<file path="src/rtl/upc_serial_tx.sv">
// Serial transmitter for item records: a START bit, upc[2:0], mark, even parity, then a STOP bit.
// Every frame bit is held on tx for BIT_CYCLES clocks, and tx idles high between frames.
module upc_serial_tx #(
    parameter int BIT_CYCLES = 4,
    parameter int CNT_W      = 8
) (
    input  logic             clk,
    input  logic             reset,
    input  logic             start,
    input  logic [2:0]       upc,
    input  logic             mark,
    output logic             tx,
    output logic             busy,
    output logic             done,
    output logic [CNT_W-1:0] frames_sent
);

    localparam int             CW   = (BIT_CYCLES > 1) ? $clog2(BIT_CYCLES) : 1;
    localparam logic [CW-1:0]  LAST = CW'(BIT_CYCLES - 1);

    localparam logic [2:0] IDLE   = 3'd0;
    localparam logic [2:0] START  = 3'd1;
    localparam logic [2:0] DATA   = 3'd2;
    localparam logic [2:0] PARITY = 3'd3;
    localparam logic [2:0] STOP   = 3'd4;

    logic [2:0]    state;
    logic [CW-1:0] cnt;
    logic [1:0]    idx;
    logic [3:0]    shift_q;
    logic          par_q;
    logic          bit_end;

    assign bit_end = (cnt == LAST);

    // NOTE: shift_q and par_q have no reset. They are loaded on every
    // acceptance and are never observed while the FSM is in IDLE.
    always_ff @(posedge clk) begin
        if (reset) begin
            state       <= IDLE;
            cnt         <= '0;
            idx         <= '0;
            tx          <= 1'b1;
            busy        <= 1'b0;
            done        <= 1'b0;
            frames_sent <= '0;
        end else begin
            // NOTE: non-blocking assignments only. A later assignment in this
            // block overrides an earlier one, so done defaults low here and is
            // raised only on the edge that ends a frame.
            done <= 1'b0;
            case (state)
                IDLE: begin
                    if (start) begin
                        shift_q <= {upc, mark};
                        par_q   <= ^{upc, mark};
                        state   <= START;
                        cnt     <= '0;
                        idx     <= '0;
                        tx      <= 1'b0;
                        busy    <= 1'b1;
                    end
                end
                START, DATA, PARITY, STOP: begin
                    if (!bit_end) begin
                        cnt <= cnt + 1'b1;
                    end else begin
                        cnt <= '0;
                        case (state)
                            START: begin
                                state   <= DATA;
                                tx      <= shift_q[3];
                                shift_q <= {shift_q[2:0], 1'b0};
                            end
                            DATA: begin
                                if (idx == 2'd3) begin
                                    state <= PARITY;
                                    tx    <= par_q;
                                end else begin
                                    idx     <= idx + 2'd1;
                                    tx      <= shift_q[3];
                                    shift_q <= {shift_q[2:0], 1'b0};
                                end
                            end
                            PARITY: begin
                                state <= STOP;
                                tx    <= 1'b1;
                            end
                            default: begin
                                state       <= IDLE;
                                tx          <= 1'b1;
                                busy        <= 1'b0;
                                done        <= 1'b1;
                                frames_sent <= frames_sent + 1'b1;
                            end
                        endcase
                    end
                end
                default: begin
                    // Recover from an unused encoding without emitting a frame.
                    state <= IDLE;
                    cnt   <= '0;
                    tx    <= 1'b1;
                    busy  <= 1'b0;
                end
            endcase
        end
    end

endmodule

</file>
<file path="config.mk">
export PLATFORM = sky130hd
export DESIGN_NAME = upc_serial_tx
export DESIGN_NICKNAME = d
export VERILOG_FILES = /design/src/rtl/upc_serial_tx.sv
export SDC_FILE = /design/constraint.sdc
export NUM_CORES = 1
export LEC_CHECK = 0
export ABC_AREA = 1
export CAP_MARGIN = 10
export CORE_MARGIN = 2
export CORE_UTILIZATION = 50
export CTS_BUF_LIST = sky130_fd_sc_hd__clkbuf_8
export DETAILED_ROUTE_END_ITERATION = 8
export PLACE_DENSITY = 0.78
export SKIP_LAST_GASP = 1
export SLEW_MARGIN = 20
export SYNTH_ARGS = -nofsm -noshare
export SYNTH_HDL_FRONTEND = slang
export SYNTH_SLANG_ARGS = --single-unit
</file>
<file path="constraint.sdc">
create_clock -name clk -period 1.7 [get_ports clk]
set_clock_uncertainty 0.2 [all_clocks]
set_input_delay 0.425 -clock clk [delete_from_list [all_inputs] [get_ports clk]]
set_output_delay 0.425 -clock clk [all_outputs]
set_load 0.05 [all_outputs]
</file>
==> impl_metrics.toml <==
[outcome]
status = "completed"

[worst_setup_path]
worstPathArrival_ns = 1.44
crit_fanout = 6
rr_worst_depth = 8
reg2reg_to = "shift_q[2]"
reg2reg_from = "state[1]"
path_class = "reg -> reg"
startpoint_type = "register"
rrSetupSlack_ns = 0.03
worstPathRequired_ns = 1.47
end_kind = "register"

[power]
power_density_mw_per_mm2 = 1421
fin_total_pwr_mw = 2.519
peakVddDrop_mv = 1.045
p_leak_nw = 0.7692

[layout]
final_layout_size_suffix_gt1_frac = 0.3196
syn2layout_area_growth_pct = 47.30
final_util = 0.7863
ff_latch_area_um2 = 524.3
diodes = 0
final_area_mm2 = 0.001773
nFillCells = 160
final_nets = 205
multi_input_area_um2 = 656.9

[yosys]
synth_cell_types = 25
ys.warnings.count = 0
netlist_area_mm2 = 0.001204
syn_avg_cell_area_um2 = 7.667
async_flop_share = 0
synthCells = 157
synth_fp_nets = 167
synth-main-ff-cell = "dfxtp_1"
yosysSeqAreaShare = 0.4241
ys_seq_elements = 23
synth_edf_count = 5

[detailed_routing]
routed_wl_um = 3141
drt-initial-drc-count = 29
via_count = 1187
drcViolationCount = 0
drtPass1Iterations = 4
ant_nets = 0
drt-vias-per-instance = 5.347
wl_per_cell_um = 14.15

[place]
gp_congestion = 0.9667
hpwl_um = 2208
pre_cts_ws_ns = -0.2915
placed_area_mm2 = 0.001630
io_buffer_count = 17

[clock_network]
clock_sinks = 23
htree_num_levels = 1
clkSlewWorstSetupHoldPaths_ns = 0.08
cts_buffers = 3
cts_root_buffer = "clkbuf_8"
cts_buffer_depth = 2
clock_latency_ns = 0.26
tritoncts = "built"

[global_routing]
grt_pass1_wl_um = 5078
grt_usage = 0.2445
grt_max_degree = 14
gr-total-overflow = 0
grt_pass1_vias = 1207
antenna_found_initial = 0

[sta]
fmax_ghz = 0.5974
finalSetupViolCount = 0
rsz0062_at_grt = "true"
fin_crit_ns = 1.674
tns_ns = 0
timing.final.ws_setup_ns = 0.02601
period_share = 0.9847
worstMarginPinSlew_ns = 0.2653
drv_slew = 0
slew_headroom = 0.8229
final-hold-violation-count = 0

[run]
maxCapViolCount = 0

[floorplanning]
rows = 17
design.die.area_mm2 = 0.002816
coreArea_mm2 = 0.002255
die_y_um = 53.07
dieWidth_um = 53.07
pin_count = 18
start_util = 0.5339

[worst_hold_path]
min_from = "frames_sent[1]"
holdPathEnd = "frames_sent[1]"
holdCritPathClass = "reg -> reg"
hold_depth = 2
## worst max-delay path: stages, from the launching register on
cell	delay, ns
dfxtp_4	0.42
inv_2	0.08
nand3_2	0.08
nand2_2	0.07
nor2_4	0.12
nor2_4	0.05
nor2_4	0.09
nand2_2	0.08
a21oi_4	0.18
## synth_stat cells (2+ instances only)
cell	number	area share
o21ai_0	6	0.025
nand2_1	40	0.12
inv_2	2	0.0062
nor2_4	3	0.028
ha_1	3	0.031
nand3_1	9	0.037
nand3_2	2	0.017
nand4_1	7	0.036
nand2_2	3	0.016
clkbuf_1	2	0.0062
dfxtp_1	18	0.30
xor2_1	3	0.022
a21oi_1	8	0.033
inv_1	22	0.069
nor2_1	13	0.041
xnor2_1	3	0.022
edfxtp_1	5	0.12
## repair_timing
| item | in CTS | in global routing |
|---|---|---|
| setup buffers | 0 | 4 |
| gates resized for setup | 4 | 15 |
| hold endpoints to repair | 0 | 0 |
| pin swaps | 0 | 4 |
| hold buffers | 0 | 0 |
| setup endpoints to repair | 7 | 14 |
## layout by cell type (no fill, tap or decap), types with 5 or more instances in the layout
cell type / synthesis / final
inv_1: 22 / 20
clkdlybuf4s50_1: 0 / 5
a21oi_1: 8 / 8
buf_12: 0 / 11
edfxtp_1: 5 / 5
nand2_1: 40 / 39
nand4_1: 7 / 7
nor2_4: 3 / 5
o21ai_0: 6 / 5
nor2_1: 13 / 12
dfxtp_1: 18 / 13
buf_4: 0 / 18
nand3_1: 9 / 7
## worst max path at each step
stage,from,slack [ns],cells past startpoint,to
after floorplan,state[1],0.02,8,shift_q[0]
after global routing,state[1],-0.03,8,shift_q[3]
after CTS,start,-0.001,7,shift_q[2]
final,state[1],0.03,8,shift_q[2]
after global placement,start,-0.26,7,shift_q[0]
after detailed placement,start,-0.29,7,shift_q[2]
## per-layer routing
metal / track usage / part of all wire
met5: 0 / 0
met2: 0.4188 / 0.51
met4: 0.1154 / 0.022
met1: 0.2837 / 0.41
met3: 0.05932 / 0.058
## through the flow
step           hold WS [ns]  cells
5_1_grt              0.3435    222
6_report             0.3045    222
2_1_floorplan        0.2491    157
3_3_place_gp         0.2554    214
3_5_place_dp         0.2721    214
4_1_cts              0.2875    218
## layout make-up
type	instances	area share
Timing Repair Buffer	35	0.2357
Clock buffer	3	0.02329
Multi-Input combinational cell	108	0.3705
Tap cell	28	0.01976
Clock inverter	1	0.002823
Inverter	24	0.05222
Sequential cell	23	0.2957
## power by group
group          switching [mW]  total [mW]  internal [mW]
registers               0.131       0.851          0.720
clock network           0.173       0.337          0.164
logic                   0.781        1.33          0.550
## kinds of logic after synthesis
| logic type | Yosys count | share of synthesized area |
|---|---|---|
| simple gates | 82 | 0.3337 |
| buf+inv | 26 | 0.08109 |
| flops | 23 | 0.4241 |
| compound gates | 17 | 0.08629 |
| xor+xnor | 6 | 0.04367 |
| fa+ha+maj | 3 | 0.03119 |
## sequential cells by signal, summed over array words and instances (netlist names)
register,count
state,3
idx,2
tx,1
shift_q,4
done,1
busy,1
cnt,2
frames_sent,8
par_q,1
No activity file was read; power rests on OpenSTA's default activity.
